### src/rtl/shot_clock_pkg.sv
`default_nettype none
// ============================================================================
// Module   : shot_clock_pkg
// Purpose  : State encoding and BCD preset constants for the shot-clock control.
// Revision : 1.0 - initial release
// ============================================================================
package shot_clock_pkg;

    localparam logic [1:0] c_ST_IDLE    = 2'd0;
    localparam logic [1:0] c_ST_RUN     = 2'd1;
    localparam logic [1:0] c_ST_PAUSE   = 2'd2;
    localparam logic [1:0] c_ST_EXPIRED = 2'd3;

    localparam logic [3:0] P24_TENS  = 4'd2;
    localparam logic [3:0] P24_UNITS = 4'd4;
    localparam logic [3:0] P14_TENS  = 4'd1;
    localparam logic [3:0] P14_UNITS = 4'd4;

endpackage
`default_nettype wire

### src/rtl/btn_debounce.sv
`default_nettype none
// ============================================================================
// Module   : btn_debounce
// Purpose  : Accepts a new button level after DB_CYCLES identical samples and
//            emits a registered one-cycle pulse on each accepted rising level.
// Revision : 1.0 - initial release
// ============================================================================
module btn_debounce #(
    parameter int DB_CYCLES = 500000
) (
    input  logic CP,
    input  logic CR,
    input  logic raw,
    output logic level,
    output logic rise
);

    localparam int                 c_CNT_W    = (DB_CYCLES > 1) ? $clog2(DB_CYCLES) : 1;
    localparam logic [c_CNT_W-1:0] c_CNT_LAST = c_CNT_W'(DB_CYCLES - 1);

    logic [c_CNT_W-1:0] r_cnt;
    logic               r_level;
    logic               r_level_d;
    logic               r_rise;

    always_ff @(posedge CP) begin
        if (CR) begin
            r_cnt     <= '0;
            r_level   <= 1'b0;
            r_level_d <= 1'b0;
            r_rise    <= 1'b0;
        end else begin
            r_level_d <= r_level;
            r_rise    <= r_level & ~r_level_d;
            // r_cnt counts consecutive samples that disagree with the accepted level
            if (raw == r_level) begin
                r_cnt <= '0;
            end else if (r_cnt == c_CNT_LAST) begin
                r_level <= raw;
                r_cnt   <= '0;
            end else begin
                r_cnt <= r_cnt + 1'b1;
            end
        end
    end

    assign level = r_level;
    assign rise  = r_rise;

endmodule
`default_nettype wire

### src/rtl/shot_clock_ctrl.sv
`default_nettype none
// ============================================================================
// Module   : shot_clock_ctrl
// Purpose  : Button debounce, RUN/PAUSE/EXPIRED control, 1 s count enables and
//            24/14 preset loads for the shot-clock counter. Optional macro:
//            SHOT_AUTO_RELOAD_EN (self-issued 24 load after the buzzer ends).
// Revision : 1.0 - initial release
// ============================================================================
module shot_clock_ctrl
    import shot_clock_pkg::*;
#(
    parameter int CLK_HZ      = 50000000,
    parameter int TICK_HZ     = 1,
    parameter int DB_CYCLES   = 500000,
    parameter int BUZZ_CYCLES = 150000000
) (
    input  logic       CP,
    input  logic       CR,
    input  logic       btn_run,
    input  logic       btn_r24,
    input  logic       btn_r14,
    input  logic       zero,
    output logic       cnt_en,
    output logic       load,
    output logic [3:0] load_d1,
    output logic [3:0] load_d0,
    output logic       buzzer,
    output logic [1:0] state
);

    localparam int                 c_DIV      = CLK_HZ / TICK_HZ;
    localparam int                 c_PRE_W    = $clog2(c_DIV);
    localparam logic [c_PRE_W-1:0] c_PRE_LAST = c_PRE_W'(c_DIV - 1);
    localparam int                 c_BUZ_W    = (BUZZ_CYCLES > 1) ? $clog2(BUZZ_CYCLES) : 1;
    localparam logic [c_BUZ_W-1:0] c_BUZ_LAST = c_BUZ_W'(BUZZ_CYCLES - 1);

    logic [2:0] w_raw;
    logic [2:0] w_rise;
    logic [2:0] w_level_unused;
    logic       w_ev_r24;
    logic       w_ev_r14;
    logic       w_ev_run;

    logic [1:0]         r_state;
    logic               r_cnt_en;
    logic               r_load;
    logic [3:0]         r_d1;
    logic [3:0]         r_d0;
    logic               r_buzzer;
    logic [c_PRE_W-1:0] r_pre;
    logic [c_BUZ_W-1:0] r_buz_cnt;

    assign w_raw = {btn_r14, btn_r24, btn_run};

    for (genvar gi = 0; gi < 3; gi++) begin : g_btn
        btn_debounce #(
            .DB_CYCLES (DB_CYCLES)
        ) u_db (
            .CP    (CP),
            .CR    (CR),
            .raw   (w_raw[gi]),
            .level (w_level_unused[gi]),
            .rise  (w_rise[gi])
        );
    end

    // Same-cycle events resolve r24 > r14 > run; losers are dropped.
    assign w_ev_r24 = w_rise[1];
    assign w_ev_r14 = w_rise[2] & ~w_rise[1];
    assign w_ev_run = w_rise[0] & ~w_rise[1] & ~w_rise[2];

    always_ff @(posedge CP) begin
        if (CR) begin
            r_state   <= c_ST_IDLE;
            r_cnt_en  <= 1'b0;
            r_load    <= 1'b0;
            r_d1      <= '0;
            r_d0      <= '0;
            r_buzzer  <= 1'b0;
            r_pre     <= '0;
            r_buz_cnt <= '0;
        end else begin
            r_cnt_en <= 1'b0;
            r_load   <= 1'b0;
            r_d1     <= '0;
            r_d0     <= '0;
            if (w_ev_r24 || w_ev_r14) begin
                r_load    <= 1'b1;
                r_d1      <= w_ev_r24 ? P24_TENS  : P14_TENS;
                r_d0      <= w_ev_r24 ? P24_UNITS : P14_UNITS;
                r_state   <= c_ST_PAUSE;
                r_buzzer  <= 1'b0;
                r_buz_cnt <= '0;
                r_pre     <= '0;
            end else begin
                case (r_state)
                    c_ST_IDLE: begin
                        r_pre <= '0;
                        if (w_ev_run && !zero) r_state <= c_ST_RUN;
                    end
                    c_ST_RUN: begin
                        if (w_ev_run) begin
                            // prescaler is left untouched so the second resumes mid-way
                            r_state <= c_ST_PAUSE;
                        end else if (zero) begin
                            r_state   <= c_ST_EXPIRED;
                            r_buzzer  <= 1'b1;
                            r_buz_cnt <= '0;
                            r_pre     <= '0;
                        end else if (r_pre == c_PRE_LAST) begin
                            r_cnt_en <= 1'b1;
                            r_pre    <= '0;
                        end else begin
                            r_pre <= r_pre + 1'b1;
                        end
                    end
                    c_ST_PAUSE: begin
                        if (w_ev_run && !zero) r_state <= c_ST_RUN;
                    end
                    c_ST_EXPIRED: begin
                        r_pre <= '0;
                        if (r_buzzer) begin
                            if (r_buz_cnt == c_BUZ_LAST) r_buzzer <= 1'b0;
                            else                         r_buz_cnt <= r_buz_cnt + 1'b1;
                        end
`ifdef SHOT_AUTO_RELOAD_EN
                        else begin
                            r_load    <= 1'b1;
                            r_d1      <= P24_TENS;
                            r_d0      <= P24_UNITS;
                            r_state   <= c_ST_PAUSE;
                            r_buz_cnt <= '0;
                        end
`endif
                    end
                    default: r_state <= c_ST_IDLE;
                endcase
            end
        end
    end

    assign cnt_en  = r_cnt_en;
    assign load    = r_load;
    assign load_d1 = r_d1;
    assign load_d0 = r_d0;
    assign buzzer  = r_buzzer;
    assign state   = r_state;

endmodule
`default_nettype wire
### config.mk
export PLATFORM = sky130hd
export DESIGN_NAME = shot_clock_ctrl
export DESIGN_NICKNAME = d
export VERILOG_FILES = /design/src/rtl/shot_clock_pkg.sv /design/src/rtl/btn_debounce.sv /design/src/rtl/shot_clock_ctrl.sv
export SDC_FILE = /design/constraint.sdc
export NUM_CORES = 1
export LEC_CHECK = 0
export CAP_MARGIN = 30
export CORE_MARGIN = 4
export CORE_UTILIZATION = 25
export CTS_CLUSTER_DIAMETER = 80
export DETAILED_ROUTE_END_ITERATION = 8
export HOLD_SLACK_MARGIN = 0.1
export PLACE_DENSITY = 0.48
export SLEW_MARGIN = 20
export SYNTH_ARGS = -nofsm -noshare
export SYNTH_HDL_FRONTEND = slang
export SYNTH_SLANG_ARGS = --single-unit
export TNS_END_PERCENT = 100
### constraint.sdc
create_clock -name CP -period 3.1 [get_ports CP]
set_input_delay 0.62 -clock CP [delete_from_list [all_inputs] [get_ports CP]]
set_output_delay 0.62 -clock CP [all_outputs]
set_load 0.02 [all_outputs]
Word level (Yosys, flattened, before mapping) --
Cells that the tools add are included.
Operators by class: $add $sub $neg 5, $mul 0, div/mod/pow operators 0, order comparisons 0, eq/ne operators 19, shift operators 0, mux-type cells 23, bitwise logic cells 16, reduce and logical (&&, ||, !) cells 24
Operator list (number):
- two-way mux 28 bit | 4
- two-way mux 26 bit | 3
- adder 19 x 1 -> 19 bit, second input constant | 3
- equality test 19 bit, second input constant | 3
- one-hot mux 28 bit (2 select lines) | 1
- one-hot mux 26 bit (2 select lines) | 1
- adder 28 x 1 -> 28 bit, second input constant | 1
- equality test 28 bit, second input constant | 1
- adder 26 x 1 -> 26 bit, second input constant | 1
- equality test 26 bit, second input constant | 1
- two-way mux 2 bit | 5
- NOT 1 bit | 10
- AND reduction 3 bit | 3
- OR reduction 3 bit | 3
- != test 2 bit, second input constant | 4
- AND reduction 2 bit | 4
- OR reduction 2 bit | 4
- AND 1 bit | 6
- two-way mux 1 bit | 6
- nonzero test 2 bit | 3
- AND reduction 5 bit | 1
- OR reduction 5 bit | 1
- equality test 2 bit, second input constant | 2
- != test 4 bit, second input constant | 1
- 13 further kinds | 15
Word-level totals: register bits 133, bits in latches 0, bits in writable memories 0, ROM bits 0, bits of input ports 6, output and inout bits 13, logic and storage cells 108, memories kept 0

Depth between registers and ports, before layout --
depth in word-level cells 7, depth in mapped cells 10, mapped depth without buffers 7

Hierarchy --
From an unflattened synthesis, not the netlist that was laid out.
Second synthesis, totals: cells, all modules 721, area total of the unflattened synthesis 6204.7 µm²
By module, submodules not included:
- shot_clock_ctrl | times used 1, cells an instance 400, area each 3303.2 µm², seq. area each 1221.2 µm²
- btn_debounce | times used 3, cells an instance 107, area each 967.2 µm², seq. area each 440.4 µm²

Worst setup path before layout --
No wires, ideal clock.
path kind reg2reg, from register r_state[1] (netlist: state[1]), to register r_pre[11], library setup time 0.075 ns, data arrival time 2.159 ns, required time 3.025 ns, path slack 0.866 ns, stages on the path, launching flop included 9, buffers on the path 1, period minus slack after synthesis 2.234 ns, cell sequence dfxtp_1 -> inv_1 -> ha_1 -> nand4bb_1 -> buf_2 -> and4_1 -> nand2_1 -> or4b_2 -> a31oi_1
Between the ends: word-level cells in the longest chain between the ends 4, elaborated cells on any way between the ends 8, classes of those cells 3 x eq/ne; 1 x mux; 4 x reduce/logical
Ends and longest elaborated chain:
- start, declared | line shot_clock_ctrl.sv:44 | logic [1:0] r_state;
- start signal, assigned | line shot_clock_ctrl.sv:74 | r_state <= c_ST_IDLE;
- start signal, assigned | line shot_clock_ctrl.sv:91 | r_state <= c_ST_PAUSE;
- start signal, assigned | line shot_clock_ctrl.sv:99 | if (w_ev_run && !zero) r_state <= c_ST_RUN;
- equality test 2 bit / zero test 2 bit (equally long branches) | line shot_clock_ctrl.sv:96 | case (r_state)
- OR reduction 2 bit (no source line)
- nonzero test 2 bit (no source line)
- AND reduction 2 bit (no source line)
- end signal, assigned | line shot_clock_ctrl.sv:114 | r_pre <= r_pre + 1'b1;
- end, declared | line shot_clock_ctrl.sv:50 | logic [c_PRE_W-1:0] r_pre;
Parallel ways exist; a longest one is shown, timed or not. A chain may end at the register's enable or synchronous reset.

Final worst setup path --
from register r_buz_cnt[7], to register r_buz_cnt[14]
Between the ends: word-level cells in the longest chain between the ends 4, elaborated cells on any way between the ends 7, classes of those cells 1 x add/sub; 2 x eq/ne; 3 x mux; 1 x reduce/logical
Ends and longest elaborated chain:
- start, declared | line shot_clock_ctrl.sv:51 | logic [c_BUZ_W-1:0] r_buz_cnt;
- start signal, assigned | line shot_clock_ctrl.sv:124 | else r_buz_cnt <= r_buz_cnt + 1'b1;
- adder 28 x 1 -> 28 bit | line shot_clock_ctrl.sv:124
- two-way mux 28 bit | line shot_clock_ctrl.sv:123 | if (r_buz_cnt == c_BUZ_LAST) r_buzzer <= 1'b0;
- two-way mux 28 bit | line shot_clock_ctrl.sv:122 | if (r_buzzer) begin
- one-hot mux 28 bit (2 select lines) | line shot_clock_ctrl.sv:96
Parallel ways exist; a longest one is shown, timed or not. The select of a mux whose other input is x is not followed.

==> results.ini <==
[route]
wl_met2_um=5990
drt-vias-per-instance=4.68
ant_nets=0
drc_errors=0
postRouteWirelength_um=13700
route.met3.wl_um=460
met1_length_um=7100
drt_iter0_drc=276
dr_total_vias=4969
routedWlPerCell_um=13.0
drt_pass1_iterations=5
top_layer=met4

[yosys]
syn_avg_cell_area_um2=8.51
synth_ff_type=dfxtp_1
synth_top_area_cell=dfxtp_1
yosys.area_share.simple=0.316
synth-async-reset-ratio=0
synthAdderAreaFrac=0.0185
yosys_warnings=0
ys_ff_latch=127
syn_inst=714
synth_top_family_by_area=simple AND/OR/NAND/NOR gates
synth_edf_count=0
synth_cell_types=62
ys_seq_area_frac=0.418
synth_compound_area_frac=0.0842
yosys-top-cells-area=dfxtp_1 (42%), nor2_1 (6.8%), xor2_1 (5.5%)
synthMuxAreaShare=0.0117
synth_xor_area_frac=0.107
netlist_area_um2=6080
synth_top_area_frac=0.418

[setup_path]
endpoint_kind=register
cp_data_arrival_time_ps=2850
worstSetupPathType=register to register
cp.required_ps=3400
worstSetupStartpointType=register
path_max_fanout=15

[floorplan]
die_w_um=164
rows=56
start_util=0.257
die_y_um=164
dieArea_um2=26900
num_io_pins=19
core_area_um2=23700

[placement]
place_ws_ps=378
place_congestion=0.811
port_buffers=13
dp_cells=1029
dp_hpwl_um=9340

[timing]
fmax_ghz=0.393
setup_ws_ps=554
finalCritPeriodShare=0.821
finalHoldViolCount=0
tns_ps=0
min_period_ps=2550
rsz0062_at_grt=false
holdWs_ps=381
slew_viol_final=0
setup_viol_count_final=0
relSlewSlack=0.565
tightest_slew_ps=648
finClkSkew_ps=7.15

[layout]
regArea_um2=2540
multi_input_area_um2=3290
syn_to_final_growth_pct=17.4
final_nets=744
final_common_cell=dfxtp_1
nFillCells=2544
stdcell_count=1061
diodes=0
layout-drive-gt1-share=0.0755
final_cell_mix=dfxtp_1 (127), nor2_1 (110), nand3_1 (52)

[grt]
antenna_found_initial=0
grt_usage=0.108
grt_first_pass_wirelength_um=23600
grt_pass1_vias=4725
overflow=0
grt_start_max_net_pins=25

[pwr]
power_uw=3770
power_density_nw_per_um2=529
ir_drop_mv=0.350
p_leak_uw=0.00231

[clock_network]
cts_setup_buffers=0
cts.path.max_buffers=2
cts_resized=0
worst_skew_pair.late_latency_ps=420
clock_sinks=127
cts_root_buffer=clkbuf_16
postCtsHoldBufs=0
htreeDepth=4
clk_pin_slew_ps=60
cts_buffers=17
cts_tree=done

[outcome]
status=complete, no violations

[worst_hold_path]
hp-class=register to register

[flow_run]
maxCapViolCount=0

[cell families after synthesis]
family	count (synthesis)
compound gates	81
flops	127
buf+inv	55
other cells	1
fa+ha+maj	9
xor+xnor	74
mux	7
simple gates	360
[worst max-delay path: stages, from the launching register on]
cell and delay (ps):
dfxtp_1 420, or4b_4 600, nor4_4 400, a21o_1 510
buf_4 240, nor4_1 60, a211o_1 220
[synthesized netlist by cell type (8+ instances only)]
| cell | instances |
|---|---|
| a31oi_1 | 8 |
| dfxtp_1 | 127 |
| and4_1 | 12 |
| nor2b_1 | 9 |
| nand2_1 | 39 |
| a21oi_1 | 30 |
| and3_1 | 18 |
| nor3_1 | 23 |
| ha_1 | 9 |
| nand4_1 | 40 |
| clkbuf_1 | 23 |
| xor2_1 | 38 |
| xnor2_1 | 36 |
| nor4_1 | 10 |
| nand3_1 | 52 |
| o21ai_0 | 10 |
| inv_1 | 19 |
| nor2_1 | 110 |
[state kept, by name (all words and copies together) (netlist names)]
signal                cells
state                     2
g_btn.u_db.level          3
r_pre                    26
g_btn.u_db.r_cnt         57
r_buz_cnt                28
g_btn.u_db.rise           3
cnt_en                    1
load_d1                   2
g_btn.u_db.r_level_d      3
load_d0                   1
buzzer                    1
[cell type report]
type,count,share of cell area
clock buffer,20,0.0640
clock inverter,12,0.0189
inverter,19,0.0100
multi-input combinational,536,0.461
sequential,127,0.356
tap,319,0.0560
timing repair buffer,28,0.0340
[through the flow]
stage | cell area [µm²] | utilization
global route | 7130 | 0.301
CTS | 7130 | 0.301
floorplan | 6090 | -
finish | 7130 | 0.301
detailed placement | 6540 | 0.276
global placement | 6540 | 0.276
[where the power goes]
part           total (µW)  switching (µW)  internal [µW]
clock network        1990             758           1230
registers            1650            10.2           1640
logic                 135            89.9           44.7
[worst paths after layout]
check | from | to | slack [ps] | depth (start not counted)
hold reg to reg | g_btn[0].u_db.r_level_d | g_btn[0].u_db.rise | 380 | 1
setup reg to reg | r_buz_cnt[7] | r_buz_cnt[14] | 550 | 6
setup / recovery | r_buz_cnt[7] | r_buz_cnt[14] | 550 | 6
hold / removal | g_btn[0].u_db.r_level_d | g_btn[0].u_db.rise | 380 | 1
[layer usage]
layer	vias to the layer above	track usage
met1	2299	0.150
met2	79	0.164
li1	2576	-
met3	15	0.0251
met5	-	0
met4	0	0.0404
Note: power is estimated with default switching activity, not from simulation.
